`config.mk`:
```
export PLATFORM = sky130hd
export DESIGN_NAME = ocx_dlx_xlx_tx_if
export DESIGN_NICKNAME = d
export VERILOG_FILES = /design/src/rtl/ocx_dlx_xlx_pkg.sv /design/src/rtl/ocx_dlx_xlx_tmo_cnt.sv /design/src/rtl/ocx_dlx_xlx_tx_if.sv
export SDC_FILE = /design/constraint.sdc
export NUM_CORES = 1
export LEC_CHECK = 0
export ABC_AREA = 1
export BUFFER_PORTS_ARGS = -buffer_cell sky130_fd_sc_hd__buf_2
export CORE_ASPECT_RATIO = 0.7
export CORE_MARGIN = 10
export CORE_UTILIZATION = 35
export CTS_CLUSTER_SIZE = 12
export DETAILED_ROUTE_END_ITERATION = 10
export PLACE_DENSITY_LB_ADDON = 0.1
export SYNTH_ARGS = -nofsm -noshare
export SYNTH_HDL_FRONTEND = slang
export SYNTH_SLANG_ARGS = --single-unit
```
`constraint.sdc`:
```
create_clock -name opt_gckn -period 5.1 [get_ports opt_gckn]
set_clock_uncertainty 0.1 [all_clocks]
set_input_delay 1.02 -clock opt_gckn [delete_from_list [all_inputs] [get_ports opt_gckn]]
set_output_delay 1.02 -clock opt_gckn [all_outputs]
set_load 0.02 [all_outputs]
```
`src/rtl/ocx_dlx_xlx_pkg.sv`:
```
// Shared definitions for the OpenCAPI DLx-to-transceiver TX bring-up interface.
package ocx_dlx_xlx_pkg;

    typedef enum logic [2:0] {
        ST_IDLE      = 3'd0,
        ST_RST_PULSE = 3'd1,
        ST_WAIT_RST  = 3'd2,
        ST_BYP_START = 3'd3,
        ST_WAIT_BYP  = 3'd4,
        ST_READY     = 3'd5,
        ST_ERROR     = 3'd6
    } tx_state_t;

    localparam int DEF_PULSE_CYCLES   = 8;
    localparam int DEF_TIMEOUT_CYCLES = 1024;

endpackage

```
`src/rtl/ocx_dlx_xlx_tmo_cnt.sv`:
```
// Watchdog counter bounding each wait on a PHY done signal.
module ocx_dlx_xlx_tmo_cnt
    import ocx_dlx_xlx_pkg::*;
#(
    parameter int TIMEOUT_CYCLES = DEF_TIMEOUT_CYCLES
) (
    input  logic clk,
    input  logic rst_n,
    input  logic clr,
    input  logic en,
    output logic expired
);

    localparam int CW = (TIMEOUT_CYCLES > 1) ? $clog2(TIMEOUT_CYCLES) : 1;
    localparam logic [CW-1:0] LAST = CW'(TIMEOUT_CYCLES - 1);

    logic [CW-1:0] cnt_q;

    always_ff @(posedge clk or negedge rst_n) begin
        if (!rst_n) begin
            cnt_q <= '0;
        end else if (clr) begin
            cnt_q <= '0;
        end else if (en) begin
            cnt_q <= cnt_q + CW'(1);
        end
    end

    assign expired = en && (cnt_q == LAST);

endmodule

```
`src/rtl/ocx_dlx_xlx_tx_if.sv`:
```
// TX bring-up sequencer between the DLx and the transceiver wizard:
// datapath reset pulse, buffer-bypass alignment, then lane valid gating.
module ocx_dlx_xlx_tx_if
    import ocx_dlx_xlx_pkg::*;
#(
    parameter int LANES          = 8,
    parameter int PULSE_CYCLES   = DEF_PULSE_CYCLES,
    parameter int TIMEOUT_CYCLES = DEF_TIMEOUT_CYCLES
) (
    input  logic             opt_gckn,
    input  logic             reset_n,
    input  logic             dlx_tx_start,
    input  logic             dlx_tx_retrain,
    input  logic             gtwiz_reset_tx_done_in,
    input  logic             gtwiz_buffbypass_tx_done_in,
    input  logic             gtwiz_userclk_tx_active_in,
    output logic             gtwiz_reset_tx_datapath_out,
    output logic             gtwiz_buffbypass_tx_start_out,
    input  logic [LANES-1:0] ln_tx_valid_in,
    output logic [LANES-1:0] ln_tx_valid_out,
    output logic [LANES-1:0] io_pb_o0_tx_init_done,
    output logic             tx_timeout_err
);

    localparam int PW = (PULSE_CYCLES > 1) ? $clog2(PULSE_CYCLES) : 1;
    localparam logic [PW-1:0] PULSE_LAST = PW'(PULSE_CYCLES - 1);

    tx_state_t        state_q, state_nxt;
    logic             run_q;
    logic [PW-1:0]    pulse_cnt_q;
    logic             datapath_rst_q;
    logic             byp_start_q;
    logic [LANES-1:0] init_done_q;
    logic             err_q, err_nxt;
    logic             tmo_clr, tmo_en, tmo_expired;

    // run_q holds the FSM for one edge after reset release so deassertion is seen synchronously
    always_ff @(posedge opt_gckn or negedge reset_n) begin
        if (!reset_n) begin
            run_q          <= 1'b0;
            state_q        <= ST_IDLE;
            pulse_cnt_q    <= '0;
            datapath_rst_q <= 1'b0;
            byp_start_q    <= 1'b0;
            init_done_q    <= '0;
            err_q          <= 1'b0;
        end else begin
            run_q          <= 1'b1;
            state_q        <= state_nxt;
            pulse_cnt_q    <= (state_q == ST_RST_PULSE && state_nxt == ST_RST_PULSE)
                              ? pulse_cnt_q + PW'(1) : '0;
            datapath_rst_q <= (state_nxt == ST_RST_PULSE);
            byp_start_q    <= (state_nxt == ST_BYP_START);
            init_done_q    <= {LANES{state_nxt == ST_READY}};
            err_q          <= err_nxt;
        end
    end

    always_comb begin
        state_nxt = state_q;
        if (!run_q) begin
            state_nxt = state_q;
        end else if (!dlx_tx_start) begin
            state_nxt = ST_IDLE;
        end else begin
            case (state_q)
                ST_IDLE:      if (gtwiz_userclk_tx_active_in) state_nxt = ST_RST_PULSE;
                ST_RST_PULSE: if (pulse_cnt_q == PULSE_LAST) state_nxt = ST_WAIT_RST;
                ST_WAIT_RST: begin
                    if (gtwiz_reset_tx_done_in)   state_nxt = ST_BYP_START;
                    else if (tmo_expired)         state_nxt = ST_ERROR;
                end
                ST_BYP_START: state_nxt = ST_WAIT_BYP;
                ST_WAIT_BYP: begin
                    if (gtwiz_buffbypass_tx_done_in) state_nxt = ST_READY;
                    else if (tmo_expired)            state_nxt = ST_ERROR;
                end
                ST_READY: begin
                    if (dlx_tx_retrain)
                        state_nxt = ST_RST_PULSE;
                    else if (!gtwiz_reset_tx_done_in || !gtwiz_buffbypass_tx_done_in)
                        state_nxt = ST_WAIT_RST;
                end
                ST_ERROR:     state_nxt = ST_ERROR;
                default:      state_nxt = ST_IDLE;
            endcase
        end
    end

    // Error is sticky: only leaving ERROR through IDLE (or reset) clears it
    always_comb begin
        err_nxt = err_q;
        if (state_nxt == ST_ERROR)
            err_nxt = 1'b1;
        else if (state_q == ST_ERROR && state_nxt == ST_IDLE)
            err_nxt = 1'b0;
    end

    assign tmo_en  = (state_q == ST_WAIT_RST) || (state_q == ST_WAIT_BYP);
    assign tmo_clr = (state_nxt != state_q);

    ocx_dlx_xlx_tmo_cnt #(
        .TIMEOUT_CYCLES (TIMEOUT_CYCLES)
    ) u_tmo_cnt (
        .clk     (opt_gckn),
        .rst_n   (reset_n),
        .clr     (tmo_clr),
        .en      (tmo_en),
        .expired (tmo_expired)
    );

    assign gtwiz_reset_tx_datapath_out   = datapath_rst_q;
    assign gtwiz_buffbypass_tx_start_out = byp_start_q;
    assign io_pb_o0_tx_init_done         = init_done_q;
    assign tx_timeout_err                = err_q;
    assign ln_tx_valid_out               = (state_q == ST_READY) ? ln_tx_valid_in : '0;

endmodule

```
==> metrics.md <==
| Metric | Value |
|---|---|
| Fillers | 406 |
| Area Growth Syn to Fin | 12.8% |
| Unrepaired setup endpoints after global routing | no |
| I/O Pins | 34 |
| Worst Hold Class | reg2reg |
| Power Dens Cells | 206 mW/mm² |
| DRT Pass-1 Iters | 4 |
| Final wirelength | 3020 µm |
| Peak Freq | 395 MHz |
| Starting Density | 36.0% |
| Kind of critical path | reg2out |
| Period minus WS final | 2530 ps |
| Main synth FF type | dfrtp_1 |
| Post-CTS Setup Bufs | 0 |
| Post-synthesis register bit count | 21 |
| Cell Area, Synth | 0.00140 mm² |
| # DRC | 0 |
| Leak | 0.849 nW |
| Yosys Warn Count | 0 |
| Met2 GRT Util | 14.4% |
| Sequential power share | 54.2% |
| Area of the die | 0.00698 mm² |
| Nets@finish | 219 |
| VDD IR-drop max | 0.119 mV |
| Die W | 95.7 µm |
| Place WS | 2580 ps |
| Share of layout cells above drive strength 1 | 35.0% |
| Antenna viol nets, final | 0 |
| Fin crit share | 49.6% |
| Via density | 4.39 |
| GP Congestion | 0.796 |
| Critical-path top delay cell | dfrtp_1 |
| Row cnt | 19 |
| IO Port Bufs | 33 |
| Cell family with most CP delay | flip-flops |
| Mapped Nets | 192 |
| Worst EP required | 3980 ps |
| Final setup violation count | 0 |
| Share of flip-flops with an asynchronous set or reset | 100% |
| Placed cell count | 248 |
| Number of synthesized flops with an enable pin | 0 |
| Post-cts gate resize count | 0 |
| Comb pwr share | 13.1% |
| P_int | 0.000239 W |
| Max-Cap Viols | 0 |
| Synth area leader | dfrtp_1 |
| Share of total power in the clock network | 32.6% |
| Crit path buffers/inverters | 1 |
| Post-synth cell types | 29 |
| Hold violation count in the final report | 0 |
| Initial antenna violation count | 0 |
| Footprint of the multi-input gates | 664 µm² |
| CTS clk-pin slew, worst paths | 80 ps |
| Core ar. | 0.00390 mm² |
| Avg WL per Cell | 12.0 µm |
| HPWL after detailed placement | 2430 µm |
| Fin. max-slew vios | 0 |
| Met1 Use GR | 12.1% |
| Clock tree from TritonCTS | done |
| PnR worst setup slack | 2570 ps |
| Worst setup EP type | output port |
| Num Clock Sinks | 21 |
| Crit path arrival time | 1410 ps |
| Synth Instances | 174 |
| Startpoint types | register |
| GRT Overall Usage | 9.15% |
| Sw power | 0.0000866 W |
| Tightest hold margin | 349 ps |
| Detailed router's first-iteration violation count | 35 |
| Post-layout instance count excluding filler cells | 252 |
| Hold-fix buffers at CTS | 0 |
| Antenna diode count | 0 |
| Pin count of the biggest net entering global routing | 22 |
| Status | completed |
| Most frequent cells in the layout | 33 x buf_2, 26 x nand2_1, 23 x nor2_1 |
| Dominant cells by area after synthesis | dfrtp_1 37%, nand2_1 7.0%, nor2_1 6.2%, nand3_1 5.4%, inv_1 5.1% |
| CP Cell Sequence | nand3_4, nor2_1, buf_2 |
| Vias in the first global route | 1077 |
| Share of the synthesized area in the top cell type | 37.5% |
| CP peak stage delay | 610 ps |
| Fin Setup TNS | 0 ps |
| Num CTS Buffers | 3 |
| Clock Latency Late Sink | 250 ps |
| Register area | 526 µm² |
| Sequential fraction of the synthesis area | 37.5% |
| Commonest non-fill, non-tap cell in the layout | buf_2 |
| DR vias | 1106 |
| Sw frac | 26.6% |
| Root buf cell | clkbuf_8 |
| Wire length of the first global-routing pass | 5150 µm |
| GRT overflow | 0 |
| Chip height | 73.0 µm |
| GRT Max-Usage Layer | met2 |
| CTS HTree Levels | 1 |
| Longest Clk Path Bufs | 2 |
| CP Max Fanout | 11 |
| Met3 Use GR | 2.77% |
| Syn avg cell area | 8.06 µm² |
-- power groups by stage --
stage | combinational [W] | clock [W] | sequential (W)
final | 0.0000428 | 0.000106 | 0.000177
after global routing | 0.0000478 | 0.000124 | 0.000177
after CTS | 0.0000436 | 0.000113 | 0.000177
after detailed placement | 0.0000434 | 0 | 0.000180
after global placement | 0.0000429 | 0 | 0.000180
after floorplan | 0.0000281 | 0 | 0.000179
-- logic make-up (layout without fill, tap and decap cells) --
logic type | Yosys count | after routing | synth area share, %
other | 1 | 1 | 0.267
and+or+nand+nor | 91 | 91 | 34.3
adders and majority gates | 3 | 3 | 2.68
muxes | 1 | 1 | 0.714
buffers and inverters | 39 | 65 | 15.2
xor gates and xnor gates | 8 | 8 | 5.00
DFF | 21 | 21 | 37.5
AOI/OAI and AO/OA | 10 | 10 | 4.46
-- area by class of cell --
type	count	area share [%]
multi-input combinational	114	42.0
sequential	21	33.2
timing repair buffer	33	10.4
inverter	28	7.28
tap	52	4.11
clock buffer	3	2.61
clock inverter	1	0.316
-- worst reg2reg max path: cells and delay by family, from the launching register on --
| kind | cells | cell delay, ps |
|---|---|---|
| AO/OA/AOI/OAI | 2 | 290 |
| AND/OR/NAND/NOR | 5 | 610 |
| adder cells (fa/ha/maj) | 2 | 430 |
| flip-flops | 1 | 390 |
| buffers and inverters | 2 | 140 |
-- per-layer routing --
layer	share of wire, %	up-vias	routed length (µm)
li1	-	589	-
met1	49	499	1470
met2	45	16	1370
met3	5.3	2	160
met4	0.40	0	12
met5	0	-	0
-- worst paths after layout --
| check | startpoint | endpoint | slack, ps | depth (start not counted) |
|---|---|---|---|---|
| max reg2reg | pulse_cnt_q[0] | pulse_cnt_q[1] | 3080 | 11 |
| min reg2reg | pulse_cnt_q[0] | pulse_cnt_q[0] | 350 | 1 |
| max in group asynchronous | reset_n | u_tmo_cnt.cnt_q[0] | 3960 | 1 |
| min in group asynchronous | reset_n | u_tmo_cnt.cnt_q[7] | 610 | 1 |
| min | pulse_cnt_q[0] | pulse_cnt_q[0] | 350 | 1 |
| max | state_q[0] | ln_tx_valid_out[4] | 2570 | 3 |
-- Yosys cell counts (4+ instances only) --
master / n
buf_4: 7
buf_6: 4
dfrtp_1: 21
inv_1: 19
inv_2: 6
nand2_1: 26
nand3_1: 15
nand4_1: 5
nor2_1: 23
nor2_2: 11
xor2_1: 5
-- flip-flops by register name, indices dropped and copies added (netlist names) --
name	cells
run_q	1
io_pb_o0_tx_init_done	1
pulse_cnt_q	3
tx_timeout_err	1
gtwiz_reset_tx_datapath_out	1
u_tmo_cnt.cnt_q	10
state_q	3
gtwiz_buffbypass_tx_start_out	1
-- per-stage QoR --
step | instance area, µm² | util, % | power, W
global route | 1580 | 40.6 | 0.000349
finish | 1580 | 40.6 | 0.000326
floorplan | 1400 | - | 0.000207
global placement | 1540 | 39.4 | 0.000223
detailed placement | 1540 | 39.4 | 0.000223
CTS | 1580 | 40.6 | 0.000333
Note: power is estimated with default switching activity, not from simulation.
